### config.mk
export PLATFORM = sky130hd
export DESIGN_NAME = mux_scan_n
export DESIGN_NICKNAME = d
export VERILOG_FILES = /design/src/rtl/mux_scan_n.sv
export SDC_FILE = /design/constraint.sdc
export NUM_CORES = 1
export LEC_CHECK = 0
export ABC_AREA = 1
export ABC_CLOCK_PERIOD_IN_PS = 2860
export CORE_UTILIZATION = 40
export CTS_CLUSTER_DIAMETER = 200
export CTS_CLUSTER_SIZE = 14
export DETAILED_ROUTE_END_ITERATION = 7
export PLACE_DENSITY_LB_ADDON = 0.1
export SKIP_CTS_REPAIR_TIMING = 1
export SYNTH_ARGS = -nofsm -noshare
export SYNTH_HDL_FRONTEND = slang
export SYNTH_SLANG_ARGS = --single-unit
### constraint.sdc
create_clock -name clk -period 2.86 [get_ports clk]
set_input_delay 0.572 -clock clk [delete_from_list [all_inputs] [get_ports clk]]
set_output_delay 0.572 -clock clk [all_outputs]
set_load 0.01 [all_outputs]
### src/rtl/mux_scan_n.sv
// Registered N-channel multiplexer with manual select or round-robin auto scan.
// One output word slot (EMPTY/FULL) with valid/ready handshake and per-channel ack.
module mux_scan_n #(
  parameter int unsigned WIDTH    = 4,
  parameter int unsigned CHANNELS = 4,
  parameter int unsigned SEL_W    = 2
) (
  input  logic                      clk,
  input  logic                      rst_n,
  input  logic [CHANNELS*WIDTH-1:0] in_data,
  input  logic [CHANNELS-1:0]       in_valid,
  output logic [CHANNELS-1:0]       in_ack,
  input  logic                      mode,
  input  logic [SEL_W-1:0]          select,
  output logic [WIDTH-1:0]          out_data,
  output logic [SEL_W-1:0]          out_chan,
  output logic                      out_valid,
  input  logic                      out_ready
);

  localparam int unsigned PadW = 1 << SEL_W;
  localparam logic [SEL_W:0] ChanCnt = (SEL_W + 1)'(CHANNELS);

  typedef enum logic {StEmpty, StFull} state_e;

  state_e r_state;
  state_e w_state_next;
  logic [WIDTH-1:0]    r_data;
  logic [SEL_W-1:0]    r_chan;
  logic [SEL_W-1:0]    r_ptr;

  logic                  w_can_load;
  logic [PadW-1:0]       w_valid_pad;
  logic                  w_man_ok;
  logic [2*CHANNELS-1:0] w_dbl;
  logic [CHANNELS-1:0]   w_rot;
  logic                  w_auto_ok;
  logic [SEL_W-1:0]      w_auto_off;
  logic [SEL_W:0]        w_sum;
  logic [SEL_W-1:0]      w_auto_k;
  logic [SEL_W-1:0]      w_ptr_next;
  logic                  w_load;
  logic [SEL_W-1:0]      w_k;
  logic [WIDTH-1:0]      w_word;
  logic [CHANNELS-1:0]   w_ack;

  assign w_can_load = (r_state == StEmpty) || out_ready;

  // Zero-padded so an out-of-range select reads a 0 instead of X.
  assign w_valid_pad = PadW'(in_valid);
  assign w_man_ok    = ({1'b0, select} < ChanCnt) && w_valid_pad[select];

  // Rotate valids so bit 0 is the channel at ptr, then find the lowest set bit.
  assign w_dbl = {in_valid, in_valid};
  assign w_rot = CHANNELS'(w_dbl >> r_ptr);

  always_comb begin
    w_auto_ok  = 1'b0;
    w_auto_off = '0;
    for (int i = CHANNELS - 1; i >= 0; i--) begin
      if (w_rot[i]) begin
        w_auto_ok  = 1'b1;
        w_auto_off = SEL_W'(i);
      end
    end
  end

  assign w_sum      = {1'b0, r_ptr} + {1'b0, w_auto_off};
  assign w_auto_k   = (w_sum >= ChanCnt) ? SEL_W'(w_sum - ChanCnt) : SEL_W'(w_sum);
  assign w_ptr_next = (w_auto_k == SEL_W'(CHANNELS - 1)) ? '0 : w_auto_k + SEL_W'(1);

  assign w_load = w_can_load && (mode ? w_auto_ok : w_man_ok);
  assign w_k    = mode ? w_auto_k : select;

  always_comb begin
    w_word = '0;
    w_ack  = '0;
    for (int k = 0; k < CHANNELS; k++) begin
      if (w_k == SEL_W'(k)) begin
        w_word   = in_data[k*WIDTH +: WIDTH];
        w_ack[k] = w_load && rst_n;
      end
    end
  end

  assign in_ack = w_ack;

  always_comb begin
    w_state_next = r_state;
    case (r_state)
      StEmpty: if (w_load) w_state_next = StFull;
      StFull:  if (out_ready) w_state_next = w_load ? StFull : StEmpty;
      default: w_state_next = StEmpty;
    endcase
  end

  always_ff @(posedge clk or negedge rst_n) begin
    if (!rst_n) begin
      r_state <= StEmpty;
      r_data  <= '0;
      r_chan  <= '0;
      r_ptr   <= '0;
    end else begin
      r_state <= w_state_next;
      if (w_load) begin
        r_data <= w_word;
        r_chan <= w_k;
      end
      if (w_load && mode) begin
        r_ptr <= w_ptr_next;
      end
    end
  end

  assign out_data  = r_data;
  assign out_chan  = r_chan;
  assign out_valid = (r_state == StFull);

endmodule
==> results of run 1 <==
==> per-stage QoR <==
| stage | util (%) | TNS, ps | worst slack (ps) |
|---|---|---|---|
| 5_1_grt | 79.51 | -399.8 | -122.5 |
| 2_1_floorplan | - | 0 | 249.5 |
| 6_report | 79.51 | -38.98 | -28.41 |
| 4_1_cts | 74.51 | -2873 | -766.1 |
| 3_3_place_gp | 73.06 | -2451 | -643.8 |
| 3_5_place_dp | 73.06 | -2853 | -759.3 |
==> flip-flops by register name (all words and copies together), names as in the netlist <==
| name | count |
|---|---|
| out_chan | 2 |
| out_data | 4 |
| out_valid | 1 |
| r_ptr | 2 |
==> power by group <==
group          switching (mW)  internal (mW)
Clock                  0.0426         0.0536
Sequential             0.0522          0.188
Combinational           0.532          0.526
==> how the worst max path moves through the flow <==
stage	from	endpoint	slack [ps]	depth (start not counted)
floorplan	in_valid[1]	in_ack[0]	250	14
global placement	in_valid[1]	in_ack[0]	-640	15
detailed placement	in_valid[0]	in_ack[1]	-760	14
CTS	in_valid[0]	in_ack[1]	-770	14
global route	r_ptr[0]	in_ack[0]	-120	14
finish	r_ptr[0]	in_ack[1]	-30	14
==> cell usage in the layout, fill, tap and decap left out, drive strengths merged <==
| master | n |
|---|---|
| nand3 | 24 |
| o211ai | 3 |
| a21boi | 1 |
| o21ai | 13 |
| a21oi | 1 |
| xor2 | 1 |
| dfrtp | 9 |
| nor3 | 1 |
| xnor2 | 1 |
| clkbuf | 5 |
| nor3b | 1 |
| ha | 1 |
| buf | 22 |
| dlymetal6s2s | 4 |
| nor2 | 8 |
| clkinv | 1 |
| nand4 | 1 |
| clkdlybuf4s50 | 28 |
| inv | 14 |
| nand2 | 41 |
==> worst min-delay path: cells and delay by family, from the launching register on <==
family | cells | cell delay, ps
flip-flops | 1 | 340
AND/OR/NAND/NOR | 2 | 110
==> routing by layer <==
layer	up-vias	wire length [um]	global-route usage, %
met5	-	0	0
met4	0	34	10.29
met3	4	106	1.923
met2	42	1165	36.94
met1	467	1009	27.87
li1	518	-	-
==> logic make-up after synthesis <==
family | share of synthesized area [%]
AO/OA/AOI/OAI | 12.97
AND/OR/NAND/NOR | 45.94
buffers and inverters | 9.217
adder cells (fa/ha/maj) | 1.562
flip-flops | 28.13
XOR/XNOR | 2.188
==> area by class of cell <==
class	count	area, um^2	share of cell area, %
Timing Repair Buffer	55	505.5	35.28
Clock buffer	4	26.28	1.834
Sequential cell	9	227.7	15.90
Inverter	15	57.56	4.017
Tap cell	25	31.28	2.183
Multi-Input combinational cell	97	584.3	40.79
==> out/metrics.cfg, run 1 <==
[min_path]
holdPathStages = 2
hold_path_end = out_data[2]
hold_start = out_data[2]
hold_class = flip-flop to flip-flop

[yosys]
yosysMostFrequentCell = nand2_1
async_reset_ff_share_pct = 100.0
synth_cells = 123
synthTopCellsByCount = 37 x nand2_1, 21 x nand3_1, 10 x inv_1, 9 x dfrtp_1
syn_avg_cell_area_um2 = 6.510
yosysWarnings = 0
synthFlopType = dfrtp_1
synth_cell_type_count = 26
synthesis.nets = 150
synth_edf_count = 0
yosysSeqAreaShare_pct = 28.13
ys_ff_latch = 9
yosys.area.top_type = dfrtp_1
synth.top_cells.by_area = dfrtp_1 28%, nand2_1 17%, nand3_1 13%
syn_area_um2 = 800.8
yosys.area.top_type_share_pct = 28.13

[drt]
avgViaCountPerCell = 5.029
route.detailed.drc = 0
vias = 1031
finalWirelength_um = 2315
antenna_left = 0
first_iter_violations = 20
dr.pass1.iters = 4
wl_per_cell_um = 11.29

[setup_path]
r2r_start = r_ptr[0]
rrSetupSlack_ps = 370
crit_path_end_kind = output pin
slowest_delay_ps = 460
cp_max_fo = 6
crit_buf_inv = 3
r2r_cells = 16
arrival_ps = 2320
worstPathRequired_ps = 2290
worstPathCellList = inv_2 -> nand2_1 -> nand3_2 -> nand3_2 -> a21boi_2 -> ha_2 -> xnor2_2 -> inv_1 -> nand2_4 -> nand3_4 -> nand2_4 -> nand2_2 -> nor2_2 -> buf_2
worstReg2RegEnd = out_data[0]
critical_path_class = flip-flop to output pin
startpoint_type = flip-flop
crit_path_top_delay_cell = dfrtp_2
critical_path.top_delay_family = simple AND/OR/NAND/NOR gates

[grt]
grt_pass1_wl_um = 3429
antenna_found_initial = 0
track_usage_pct = 21.79
grt_max_degree = 10
grt_remaining_overflow = 0
grt_pass1_vias = 904

[cts]
h-tree-depth = 1
cts_buffer_depth = 2
cts_buffers = 3
cts_tree = done
cts.clk_slew.worst_paths_ps = 60
clk_latency_ps = 260
cts_root_buf = clkbuf_4
cts_sinks = 9

[die]
die_w_um = 46.74
start_util_pct = 44.44
io_pins = 37
core_mm2 = 0.001802
row_count = 15
die_height_um = 46.74
dieArea_mm2 = 0.002185

[final_layout]
fillers = 130
stdcell_count = 205
drive_gt1_share_pct = 35.00
diodes = 0
final_area_mm2 = 0.001433
area_delta_synth_final_pct = 78.91
fin_nets = 208

[sta]
drv_slew = 0
fin_skew_ps = 1.054
finalCriticalPeriod_ps = 2888
clock.fmax_mhz = 346.2
rsz0062_at_grt = yes
fin_ws_ps = -28.41
relSlewSlack_pct = 83.63
hold_ws_ps = 478.0
finalSetupViolations = 2
finalHoldViolations = 0
period_share_pct = 101.0
worstMarginPinSlew_ps = 242.9

[placed_design]
dpl-instance-area_mm2 = 0.001316
dp_hpwl_um = 1814
port_buffers = 36
placedCellCount = 199
gp_congestion = 0.7633

[power_and_ir_drop]
p_per_area_mw_per_mm2 = 973.3
p_leak_nw = 0.7239
power_mw = 1.394
peakVddDrop_mv = 0.6360

[outcome]
status = finished with violations
violations = setup timing

[job]
cap_violations = 0

(Power assumes the default switching activity.)
==> run 2, diff against run 1 <==
--- a/config.mk
+++ b/config.mk
@@ -13,6 +13,7 @@
 export DETAILED_ROUTE_END_ITERATION = 7
 export PLACE_DENSITY_LB_ADDON = 0.1
 export SKIP_CTS_REPAIR_TIMING = 1
+export SKIP_LAST_GASP = 1
 export SYNTH_ARGS = -nofsm -noshare
 export SYNTH_HDL_FRONTEND = slang
 export SYNTH_SLANG_ARGS = --single-unit
==> out/metrics.cfg, run 2 (synthesized netlist as in run 1, its figures left out) <==
[job]
cap_violations = 0

[power_and_ir_drop]
peakVddDrop_mv = 0.6360
power.switching_mw = 0.6269
p_leak_nw = 0.7239
p_comb_share_pct = 75.9
p_sw_share_pct = 44.96
pwr-share-seq_pct = 17.2
p_per_area_mw_per_mm2 = 973.3
clkPwrFrac_pct = 6.9
p_int_mw = 0.7674

[sta]
fin_setup_tns_ps = -38.98
drv_slew = 0
rsz0062_at_grt = yes
relSlewSlack_pct = 83.63
finalHoldViolations = 0
finalCriticalPeriod_ps = 2888
hold_ws_ps = 478.0
clock.fmax_mhz = 346.2
period_share_pct = 101.0
finalSetupViolations = 2
fin_skew_ps = 1.054
worstMarginPinSlew_ps = 242.9
fin_ws_ps = -28.41

[drt]
dr.pass1.iters = 4
finalWirelength_um = 2315
vias = 1031
route.detailed.drc = 0
antenna_left = 0
first_iter_violations = 20
avgViaCountPerCell = 5.029
wl_per_cell_um = 11.29

[final_layout]
drive_gt1_share_pct = 35.00
fillers = 130
diodes = 0
stdcell_count = 205
mostFrequentLayoutCell = nand2_1
fin_nets = 208
largest_reg_flops = 4
layout_common_cells = 30 x nand2_1, 28 x clkdlybuf4s50_1, 18 x buf_4, 15 x nand3_1
area_delta_synth_final_pct = 78.91

[die]
start_util_pct = 44.44
die_w_um = 46.74
row_count = 15
dieArea_mm2 = 0.002185
die_height_um = 46.74
io_pins = 37
core_mm2 = 0.001802

[cts]
cts_root_buf = clkbuf_4
cts.clk_slew.worst_paths_ps = 60
cts_buffers = 3
cts_buffer_depth = 2
cts_sinks = 9
cts_tree = done
h-tree-depth = 1
clk_latency_ps = 260

[placed_design]
placedCellCount = 199
dp_hpwl_um = 1814
gp_congestion = 0.7633
port_buffers = 36

[setup_path]
worstPathCellList = inv_2 -> nand2_1 -> nand3_2 -> nand3_2 -> a21boi_2 -> ha_2 -> xnor2_2 -> inv_1 -> nand2_4 -> nand3_4 -> nand2_4 -> nand2_2 -> nor2_2 -> buf_2
critical_path_class = flip-flop to output pin
slowest_delay_ps = 460
arrival_ps = 2320
crit_path_top_delay_cell = dfrtp_2
critical_path.top_delay_family = simple AND/OR/NAND/NOR gates
startpoint_type = flip-flop
cp_max_fo = 6
crit_path_end_kind = output pin
r2r_start = r_ptr[0]
crit_path_start = r_ptr[0]
crit_buf_inv = 3
worstPathRequired_ps = 2290

[grt]
grt_max_degree = 10
grt_pass1_vias = 904
grt_remaining_overflow = 0
antenna_found_initial = 0
grt_pass1_wl_um = 3429
track_usage_pct = 21.79

[outcome]
status = finished with violations
violations = setup timing

[min_path]
hold_start = out_data[2]
hold_class = flip-flop to flip-flop

-- run 2: cell type report --
| class | count | area (um^2) | share of cell area, % |
|---|---|---|---|
| Sequential cell | 9 | 227.7 | 15.90 |
| Multi-Input combinational cell | 97 | 584.3 | 40.79 |
| Clock buffer | 4 | 26.28 | 1.834 |
| Tap cell | 25 | 31.28 | 2.183 |
| Timing Repair Buffer | 55 | 505.5 | 35.28 |
| Inverter | 15 | 57.56 | 4.017 |
-- run 2: power by group through the flow --
stage,combinational (mW),sequential (mW),clock [mW]
5_1_grt,1.17,0.246,0.104
6_report,1.06,0.240,0.0962
3_5_place_dp,0.944,0.232,0
4_1_cts,0.946,0.233,0.0975
2_1_floorplan,0.525,0.240,0
3_3_place_gp,0.917,0.230,0
-- run 2: per-stage QoR --
step	worst slack (ps)	cell area, um^2	util, %	power [mW]
after CTS	-766.1	1343	74.51	1.277
final	-28.41	1433	79.51	1.394
after global routing	-122.5	1433	79.51	1.524
after global placement	-643.8	1316	73.06	1.146
after floorplan	249.5	800.8	-	0.7658
after detailed placement	-759.3	1316	73.06	1.177
-- run 2: final timing paths --
check                               to  cells after the start  slack [ps]
max                          in_ack[1]                     14         -30
min                        out_data[2]                      2         480
max reg2reg                out_data[0]                     16         370
min reg2reg                out_data[2]                      2         480
max in group asynchronous     r_ptr[0]                      2        2090
min in group asynchronous  out_chan[0]                      2         630
-- run 2: metal layers --
metal | up-vias | routed length, um | global-route usage (%)
li1 | 518 | - | -
met1 | 467 | 1009 | 27.87
met2 | 42 | 1165 | 36.94
met3 | 4 | 106 | 1.923
met4 | 0 | 34 | 10.29
met5 | - | 0 | 0
-- run 2: worst min-delay path, delay by kind of cell (launching register included) --
kind,cells,cell delay (ps)
AND/OR/NAND/NOR,2,110
flip-flops,1,340
